### src/rtl/alu_cmd_issue.sv
// alu_cmd_issue: command FIFO and issue sequencer in front of a combinational
// 4-bit ALU. Operands are driven from registers, the ALU result is captured
// one cycle later, normalised, and presented on a valid/ready response port.
module alu_cmd_issue #(
   parameter int DEPTH = 4
) (
   input  logic                     clk,
   input  logic                     rst_n,
   input  logic                     cmd_valid,
   output logic                     cmd_ready,
   input  logic [3:0]               cmd_a,
   input  logic [3:0]               cmd_b,
   input  logic [3:0]               cmd_sel,
   output logic [3:0]               alu_a,
   output logic [3:0]               alu_b,
   output logic [3:0]               alu_sel,
   input  logic [3:0]               alu_c,
   input  logic                     alu_carry,
   input  logic [7:0]               alu_mul,
   output logic                     rsp_valid,
   input  logic                     rsp_ready,
   output logic [7:0]               rsp_data,
   output logic                     rsp_carry,
   output logic [3:0]               rsp_sel,
   output logic                     rsp_dz,
   output logic [$clog2(DEPTH):0]   count
);

   localparam int PW = $clog2(DEPTH);
   localparam int CW = PW + 1;

   typedef enum logic [1:0] {
      IDLE = 2'd0,
      EXEC = 2'd1,
      HOLD = 2'd2
   } state_t;

   // Result normalisation: returns {dz, carry, data}. Carry and mul_out are
   // only meaningful for add and multiply; everywhere else they are masked.
   function automatic logic [9:0] normalise(
      input logic [3:0] sel,
      input logic [3:0] b,
      input logic [3:0] c,
      input logic       carry,
      input logic [7:0] mul
   );
      logic [9:0] r;
      r = {1'b0, 1'b0, 4'h0, c};
      case (sel)
         4'b0000: r = {1'b0, carry, 4'h0, c};
         4'b0010: r = {1'b0, 1'b0, mul};
         4'b0011,
         4'b0100: begin
            if (b == 4'h0) begin
               r = {1'b1, 1'b0, 8'h00};
            end else begin
               r = {1'b0, 1'b0, 4'h0, c};
            end
         end
         default: r = {1'b0, 1'b0, 4'h0, c};
      endcase
      return r;
   endfunction

   logic [11:0]   mem_r [DEPTH];
   logic [PW-1:0] wr_ptr_r;
   logic [PW-1:0] rd_ptr_r;
   logic [CW-1:0] count_r;
   logic [CW-1:0] count_nx_s;
   logic          cmd_ready_r;
   state_t        state_r;
   state_t        state_nx_s;
   logic          load_s;
   logic          capture_s;
   logic          push_s;
   logic [11:0]   head_s;
   logic [9:0]    norm_s;
   logic [3:0]    alu_a_r;
   logic [3:0]    alu_b_r;
   logic [3:0]    alu_sel_r;
   logic          rsp_valid_r;
   logic [7:0]    rsp_data_r;
   logic          rsp_carry_r;
   logic [3:0]    rsp_sel_r;
   logic          rsp_dz_r;

   assign push_s = cmd_valid & cmd_ready_r;
   assign head_s = mem_r[rd_ptr_r];
   assign norm_s = normalise(alu_sel_r, alu_b_r, alu_c, alu_carry, alu_mul);

   // Occupancy update: a push and a pop on the same edge cancel out.
   always_comb begin
      count_nx_s = count_r;
      case ({push_s, load_s})
         2'b10:   count_nx_s = count_r + CW'(1);
         2'b01:   count_nx_s = count_r - CW'(1);
         default: count_nx_s = count_r;
      endcase
   end

   // FIFO storage write; contents need no reset because count gates every read.
   always_ff @(posedge clk) begin
      if (push_s) begin
         mem_r[wr_ptr_r] <= {cmd_a, cmd_b, cmd_sel};
      end
   end

   // FIFO pointers, occupancy and the registered ready flag derived from it.
   always_ff @(posedge clk or negedge rst_n) begin
      if (!rst_n) begin
         wr_ptr_r    <= '0;
         rd_ptr_r    <= '0;
         count_r     <= '0;
         cmd_ready_r <= 1'b1;
      end else begin
         if (push_s) begin
            wr_ptr_r <= wr_ptr_r + PW'(1);
         end
         if (load_s) begin
            rd_ptr_r <= rd_ptr_r + PW'(1);
         end
         count_r     <= count_nx_s;
         cmd_ready_r <= (count_nx_s < CW'(DEPTH));
      end
   end

   // Issue sequencer next-state logic: load from FIFO, execute one cycle, hold result.
   always_comb begin
      state_nx_s = state_r;
      load_s     = 1'b0;
      capture_s  = 1'b0;
      case (state_r)
         IDLE: begin
            if (count_r != '0) begin
               load_s     = 1'b1;
               state_nx_s = EXEC;
            end else begin
               state_nx_s = IDLE;
            end
         end
         EXEC: begin
            capture_s  = 1'b1;
            state_nx_s = HOLD;
         end
         HOLD: begin
            if (rsp_ready) begin
               if (count_r != '0) begin
                  load_s     = 1'b1;
                  state_nx_s = EXEC;
               end else begin
                  state_nx_s = IDLE;
               end
            end else begin
               state_nx_s = HOLD;
            end
         end
         default: state_nx_s = IDLE;
      endcase
   end

   // State register plus registered response-valid that tracks the HOLD state.
   always_ff @(posedge clk or negedge rst_n) begin
      if (!rst_n) begin
         state_r     <= IDLE;
         rsp_valid_r <= 1'b0;
      end else begin
         state_r     <= state_nx_s;
         rsp_valid_r <= (state_nx_s == HOLD);
      end
   end

   // ALU operand registers, loaded from the FIFO head on each pop.
   always_ff @(posedge clk or negedge rst_n) begin
      if (!rst_n) begin
         alu_a_r   <= 4'h0;
         alu_b_r   <= 4'h0;
         alu_sel_r <= 4'h0;
      end else if (load_s) begin
         alu_a_r   <= head_s[11:8];
         alu_b_r   <= head_s[7:4];
         alu_sel_r <= head_s[3:0];
      end
   end

   // Response capture at the end of EXEC; values hold until the next capture.
   always_ff @(posedge clk or negedge rst_n) begin
      if (!rst_n) begin
         rsp_data_r  <= 8'h00;
         rsp_carry_r <= 1'b0;
         rsp_dz_r    <= 1'b0;
         rsp_sel_r   <= 4'h0;
      end else if (capture_s) begin
         rsp_data_r  <= norm_s[7:0];
         rsp_carry_r <= norm_s[8];
         rsp_dz_r    <= norm_s[9];
         rsp_sel_r   <= alu_sel_r;
      end
   end

   assign cmd_ready = cmd_ready_r;
   assign count     = count_r;
   assign alu_a     = alu_a_r;
   assign alu_b     = alu_b_r;
   assign alu_sel   = alu_sel_r;
   assign rsp_valid = rsp_valid_r;
   assign rsp_data  = rsp_data_r;
   assign rsp_carry = rsp_carry_r;
   assign rsp_sel   = rsp_sel_r;
   assign rsp_dz    = rsp_dz_r;

endmodule

### config.mk
export PLATFORM = sky130hd
export DESIGN_NAME = alu_cmd_issue
export DESIGN_NICKNAME = d
export VERILOG_FILES = /design/src/rtl/alu_cmd_issue.sv
export SDC_FILE = /design/constraint.sdc
export NUM_CORES = 1
export LEC_CHECK = 0
export CAP_MARGIN = 5
export CELL_PAD_IN_SITES_DETAIL_PLACEMENT = 0
export CELL_PAD_IN_SITES_GLOBAL_PLACEMENT = 2
export CORE_MARGIN = 2
export CORE_UTILIZATION = 38
export DETAILED_ROUTE_END_ITERATION = 8
export HOLD_SLACK_MARGIN = 0.06
export PLACE_DENSITY_LB_ADDON = 0.1
export SLEW_MARGIN = 20
export SYNTH_ARGS = -nofsm -noshare
export SYNTH_HDL_FRONTEND = slang
export SYNTH_SLANG_ARGS = --single-unit
### constraint.sdc
create_clock -name clk -period 2.7 [get_ports clk]
set_input_delay 0.54 -clock clk [delete_from_list [all_inputs] [get_ports clk]]
set_output_delay 0.54 -clock clk [all_outputs]
set_load 0.02 [all_outputs]
[Word-level counts from Yosys, hierarchy flattened]
Memory sizes are Yosys's and may differ from the RTL's. A register that Yosys moved wholly into a read port is not among the register bits.
Cells that the tools add are included.
Word-level totals
  bits in registers: 25
  bits in writable memories: 48
  input port bits: 29
  output and inout bits: 31
  memories: 1
Memories
  mem_r: words 4, width 12, read ports 1, clocked after Yosys merged registers in 1, write ports 1, line 65  | logic [11:0] mem_r [DEPTH];
Cells by class
  add/sub/neg operators: 4
  magnitude comparators: 1
  eq/ne operators: 8
  multiplexer cells: 12
  bitwise logic cells: 1
  reduce and logical (&&, ||, !) cells: 6
Operators with widths (number)
  $pmux 10 s3: 1
  $mux 10: 1
  $eq 4x2->1 const B: 2
  $logic_not 4->1: 2
  $eq 2x2->1 const B: 3
  $mux 1: 6
  $pmux 2 s3: 1
  $pmux 3 s2: 1
  $add 2x1->2 const B: 2
  $eq 2x1->1 const B: 2
  $eq 4x3->1 const B: 1
  $add 3x1->3 const B: 1
  $lt 3x3->1 const B: 1
  $reduce_bool 3->1: 1
  $sub 3x1->3 const B: 1
  $logic_not 2->1: 1
  $mux 2: 1
  $pmux 1 s2: 1
  $reduce_or 2->1: 1
  $and 1x1->1: 1
  $logic_not 1->1: 1

[Logic depth before layout (Yosys ltp)]
Gate-level depths: netlist of run 1.
  depth after elaboration: 7
  depth in mapped cells: 8

[Worst setup path after synthesis of run 1]
Ideal clock, no wire load.
  kind: register to register
  start point: register (tool-made name)
  end point: register (tool-made name)
  setup time: 0.080 ns
  arrival: 2.139 ns
  path slack: 0.481 ns
  cell stages (with the launch flop): 9
  buffers on the path: 1
  clock period less this slack: 2.219 ns
  cell sequence: dfrtp_1 -> nor3_2 -> nor3_4 -> buf_4 -> ha_1 -> fa_1 -> xnor2_1 -> nor2_1 -> xor2_1

[Final worst setup path of run 1]
  start point: register alu_sel_r[3] (netlist: alu_sel[3]) (read register of mem_r)
  end point: output alu_sel[3]
RTL lines
  start: declaration: line 80  | logic [3:0] alu_sel_r;
  end: declaration: line 16  | output logic [3:0] alu_sel,
No word-level cell between the ends.

==> flow_summary.json, run 1 <==
{
  "max_slew_margin_pct": 44.1,
  "final_common_cell": "clkdlybuf4s50_1",
  "tightest_slew_ns": 0.838,
  "hold_slack_ns": 0.280,
  "max_stage_delay_ns": 0.70,
  "layout_common_cells": "58 x clkdlybuf4s50_1, 48 x edfxtp_1, 36 x dfrtp_1",
  "setup_tns_ns": 0,
  "max_freq_ghz": 0.451,
  "first_global_vias": 1936,
  "synthesis.nets": 237,
  "cts_tree": "built",
  "drv_cap": 0,
  "synth_area_mm2": 0.00350,
  "io_pins": 60,
  "synth_edf_count": 48,
  "grt.overflow.total": 0,
  "setup_ws_ns": 0.484,
  "grt_pass1_wl_mm": 10.6,
  "setup_viol": 0,
  "die_x_um": 100,
  "firstDrtPassIters": 4,
  "worstPathCellList": "clkdlybuf4s50_1",
  "antenna_found_initial": 0,
  "cp_slowest_cell": "clkdlybuf4s50_1",
  "htreeDepth": 3,
  "fin_crit_sh_pct": 82.1,
  "skew_ns": 0.0139,
  "path_depth": 1,
  "syn-instance-count": 202,
  "r2r.worst_path.cells": 7,
  "port_buffers": 59,
  "first_iter_violations": 77,
  "clock_sinks": 85,
  "track_usage_pct": 14.1,
  "period_needed_ns": 2.22,
  "worst-path-buf-inv": 1,
  "required_ns": 2.16,
  "power.density_mw_per_mm2": 1180,
  "wire_per_inst_um": 17.1,
  "cp-startpoint": "alu_sel[3]",
  "stdcell_count": 385,
  "ant_nets": 0,
  "ys_seq_area_share_pct": 67.7,
  "synth_largest_area_cell": "edfxtp_1",
  "status": "finished, final reports clean",
  "dieArea_mm2": 0.0100,
  "yosys-top-cells-area": "edfxtp_1 41%, dfrtp_1 26%, mux4_2 5.1%, mux2_4 3.4%, mux4_1 3.0%",
  "avgSynthCellArea_um2": 17.3,
  "final_max_slew_viol_count": 0,
  "drive_gt1_share_pct": 19.0,
  "endpoint": "alu_sel[3]",
  "clock-root-buffer": "clkbuf_8",
  "insertion_delay_ns": 0.35,
  "cts.clk_slew.worst_paths_ns": 0.10,
  "final_nets": 304,
  "num_vias": 1949,
  "ys_seq_elements": 85,
  "cts-resized-gates": 0,
  "syn_to_final_growth_pct": 27.4,
  "grt_max_degree": 38,
  "row_count": 35,
  "p_total_mw": 5.26,
  "r2r_start": "count[0]",
  "gp_congestion": 0.662,
  "dp.cells": 369,
  "worst_hold_path_type": "input pin to asynchronous set/reset pin",
  "yosysWarnings": 0,
  "worstSetupStartpointType": "flop",
  "ys.flop_type": "edfxtp_1",
  "diodes": 0,
  "die_h_um": 100,
  "vias_per_cell": 5.06,
  "power.leakage_nw": 1.71,
  "r2r_slack_ns": 0.66,
  "cts_hold_buf": 0,
  "post_cts_buffers": 0,
  "finalHoldViolations": 0,
  "hpwl_mm": 4.33,
  "rsz0062_at_grt": "false",
  "critPathMaxFanout": 14,
  "synth.distinct_cells": 43,
  "place_ws_ns": 0.215,
  "synthArstFlopShare_pct": 43.5,
  "critical-path-top-delay-family": "buffers and inverters",
  "routed_wl_mm": 6.59,
  "path_class": "flop to output pin",
  "drc": 0,
  "numCtsBuffers": 9,
  "worstPathArrival_ns": 1.68,
  "irDropWorstVdd_mv": 0.455,
  "coreArea_mm2": 0.00911,
  "clock_path_buffers": 2,
  "crit_path_end_kind": "output pin",
  "start_util_pct": 38.4,
  "synth_top_area_share_pct": 41.2
}
-- worst min-delay path by stage --
| stage | startpoint | endpoint | slack (ns) | depth (start not counted) |
|---|---|---|---|---|
| 6_report | rst_n | rsp_data[5] | 0.28 | 1 |
| 5_1_grt | rst_n | rsp_data[5] | 0.36 | 1 |
| 4_1_cts | rst_n | rsp_data[5] | 0.32 | 1 |
| 3_5_place_dp | rsp_carry | rsp_carry | 0.46 | 2 |
| 3_3_place_gp | rsp_carry | rsp_carry | 0.46 | 2 |
| 2_1_floorplan | rst_n | asynchronous set/reset pin | 0.24 | 0 |
-- cell usage after synthesis, drive strengths merged, types with 5 or more instances --
master,number
buf,6
o21ai,6
dfrtp,36
mux4,12
mux2,14
ha,5
nand2,15
nand3,5
edfxtp,48
-- kinds of logic after synthesis --
logic type | after synthesis | share of synthesized area (%)
compound gates | 17 | 3.50
fa+ha+maj | 6 | 2.36
xor+xnor | 7 | 1.75
simple gates | 49 | 9.04
mux | 26 | 13.5
flops | 85 | 67.7
buf+inv | 12 | 2.18
-- layer usage --
layer	global-route usage [%]	routed length, µm	up-vias
met2	21.6	3040	53
met3	3.27	347	9
met1	19.8	3100	976
met5	0	0	-
met4	5.37	103	0
li1	-	-	911
-- worst register-to-register path, cell delays in order (launching register included) --
cell     delay (ns)
dfrtp_1        0.46
nor3_2         0.32
nor3_4         0.08
ha_1           0.25
fa_1           0.38
xnor2_1        0.14
nor2_1         0.18
xor2_1         0.17
-- layout make-up --
cell class / instances / area (µm²)
sequential: 85 / 2370
clock buffer: 9 / 124
clock inverter: 7 / 128
inverter: 2 / 7.51
tap: 111 / 139
multi-input combinational: 105 / 1060
fill: 813 / 4650
timing repair buffer: 66 / 638
-- metrics by stage --
step                util, %  cell area, µm²
finish                 49.0            4460
global route           49.0            4460
CTS                    49.0            4460
detailed placement     46.2            4210
global placement       46.2            4210
floorplan                 -            3500
-- flip-flops by register name (all words and copies together), names as in the netlist, named ones only --
name       flops
alu_a          4
alu_b          4
alu_sel        4
cmd_ready      1
count          2
mem_r         48
rd_ptr_r       2
rsp_carry      1
rsp_data       8
rsp_dz         1
rsp_sel        4
rsp_valid      1
state_r        2
wr_ptr_r       2
-- where the power goes --
part	leakage, nW	switching [mW]	internal [mW]
clock	0.126	0.481	0.629
combinational	0.702	0.891	1.11
sequential	0.885	0.385	1.76
total	1.71	1.76	3.50
Note: power is estimated with default switching activity, not from simulation.
==> run 2, diff against run 1 <==
--- a/config.mk
+++ b/config.mk
@@ -9,7 +9,7 @@
 export CELL_PAD_IN_SITES_DETAIL_PLACEMENT = 0
 export CELL_PAD_IN_SITES_GLOBAL_PLACEMENT = 2
 export CORE_MARGIN = 2
-export CORE_UTILIZATION = 38
+export CORE_UTILIZATION = 34
 export DETAILED_ROUTE_END_ITERATION = 8
 export HOLD_SLACK_MARGIN = 0.06
 export PLACE_DENSITY_LB_ADDON = 0.1
==> constraint.sdc (replaced) <==
create_clock -name clk -period 2 [get_ports clk]
set_input_delay 0.4 -clock clk [delete_from_list [all_inputs] [get_ports clk]]
set_output_delay 0.4 -clock clk [all_outputs]
set_load 0.02 [all_outputs]
==> run 2 against run 1 <==
Effect of this change:
- non-clock buffer count is 13 higher
- via count is 1.7% higher
- hold slack better by 0.20 ns
==> flow_summary.json, run 2 (same netlist as run 1, synthesis figures left out) <==
{
  "rsz0062_at_grt": "false",
  "clock_path_buffers": 2,
  "tightest_slew_ns": 0.565,
  "coreArea_mm2": 0.0101,
  "numCtsBuffers": 9,
  "worstPathArrival_ns": 1.53,
  "firstDrtPassIters": 3,
  "power.leakage_nw": 1.76,
  "wire_per_inst_um": 16.4,
  "max_stage_delay_ns": 0.61,
  "grt_pass1_wl_mm": 11.1,
  "start_util_pct": 34.5,
  "cp-startpoint": "cmd_ready",
  "irDropWorstVdd_mv": 0.450,
  "layout_common_cells": "58 x clkdlybuf4s50_1, 48 x edfxtp_1, 33 x dfrtp_1",
  "vias_per_cell": 4.69,
  "final_area_mm2": 0.00462,
  "clock_sinks": 85,
  "clock-root-buffer": "clkbuf_8",
  "worstSetupStartpointType": "flop",
  "r2r_start": "count[1]",
  "track_usage_pct": 13.3,
  "crit_path_end_kind": "output pin",
  "final_max_slew_viol_count": 0,
  "port_buffers": 59,
  "gp_congestion": 0.732,
  "first_iter_violations": 80,
  "diodes": 0,
  "drv_cap": 0,
  "worstPathCellList": "clkdlybuf4s50_1",
  "antenna_found_initial": 0,
  "syn_to_final_growth_pct": 32.0,
  "largest_register": "mem_r",
  "place_area_mm2": 0.00440,
  "die_x_um": 105,
  "max_freq_ghz": 0.518,
  "largest_reg_flops": 48,
  "routed_wl_mm": 6.93,
  "ant_nets": 0,
  "status": "finished, final reports clean",
  "first_global_vias": 2113,
  "worst_hold_path_type": "flop to flop",
  "cp_slowest_cell": "clkdlybuf4s50_1",
  "setup_ws_ns": 0.0695,
  "critical-path-top-delay-family": "buffers and inverters",
  "cts_tree": "built",
  "grt.overflow.total": 0,
  "skew_ns": 0.0141,
  "dieArea_mm2": 0.0111,
  "htreeDepth": 3,
  "row_count": 37,
  "place_ws_ns": -0.262,
  "stdcell_count": 423,
  "hp-start": "rsp_carry",
  "io_pins": 60,
  "setup_tns_ns": 0,
  "worst-path-buf-inv": 1,
  "grt_max_degree": 24,
  "post_cts_buffers": 0,
  "critPathMaxFanout": 6,
  "fillCellCount": 913,
  "drc": 0,
  "max_slew_margin_pct": 62.4,
  "dp.cells": 406,
  "power.density_mw_per_mm2": 1530,
  "num_vias": 1982,
  "final_common_cell": "clkdlybuf4s50_1",
  "die_h_um": 105,
  "path_class": "flop to output pin",
  "cts.clk_slew.worst_paths_ns": 0.09,
  "setup_viol": 0,
  "required_ns": 1.60,
  "drive_gt1_share_pct": 23.3,
  "hpwl_mm": 4.62,
  "final_nets": 317,
  "insertion_delay_ns": 0.34,
  "fin_crit_sh_pct": 96.5,
  "period_needed_ns": 1.93,
  "finalHoldViolations": 0
}
==> run 2: changes by cell type in the layout (fill, tap and decap cells not counted), moves of 2 or more <==
cell | before | now
dfrtp_1 | 36 | 33
dfrtp_2 | 0 | 3
inv_6 | 2 | 0
buf_4 | 7 | 15
bufinv_16 | 3 | 1
clkbuf_1 | 0 | 2
buf_12 | 0 | 4
==> run 2: stage by stage <==
stage / util [%] / total power [mW] / hold WS, ns
3_5_place_dp: 43.4 / 5.94 / 0.429
2_1_floorplan: - / 4.74 / 0.104
5_1_grt: 45.6 / 7.54 / 0.520
6_report: 45.6 / 7.08 / 0.476
4_1_cts: 45.5 / 7.20 / 0.483
3_3_place_gp: 43.4 / 5.91 / 0.420
==> run 2: what timing repair did <==
action	4_1_cts	5_1_grt
endpoints found under the setup margin	0	3
gates resized for setup	0	2
hold buffers	1	0
hold endpoints to repair	20	0
==> run 2: final timing paths <==
| path | to | depth (start not counted) | slack, ns |
|---|---|---|---|
| setup / recovery | cmd_ready | 1 | 0.07 |
| hold / removal | rsp_carry | 2 | 0.48 |
| setup reg to reg | flop | 7 | 0.12 |
| hold reg to reg | rsp_carry | 2 | 0.48 |
| max in group asynchronous | cmd_ready | 3 | 0.81 |
| min in group asynchronous | rsp_data[4] | 2 | 0.57 |
==> run 2: area by class of cell <==
type | instances | area, µm² | area share, %
Sequential cell | 85 | 2370 | 51.4
Timing Repair Buffer | 79 | 788 | 17.1
Inverter | 2 | 7.51 | 0.163
Tap cell | 136 | 170 | 3.68
Clock buffer | 12 | 156 | 3.39
Multi-Input combinational cell | 105 | 1080 | 23.3
Clock inverter | 4 | 46.3 | 1.00
==> run 2: power by group <==
part | total [mW] | switching (mW) | internal, mW | leakage (nW)
combinational | 3.10 | 1.42 | 1.68 | 0.779
clock | 1.22 | 0.572 | 0.648 | 0.0992
sequential | 2.76 | 0.371 | 2.39 | 0.882
==> run 2: routing by layer <==
metal	GRT usage, %	part of all wire, %	vias up
met5	0	0	-
met4	4.29	0.88	0
met3	3.77	4.3	6
met2	22.3	50	43
met1	16.5	45	998
li1	-	-	935
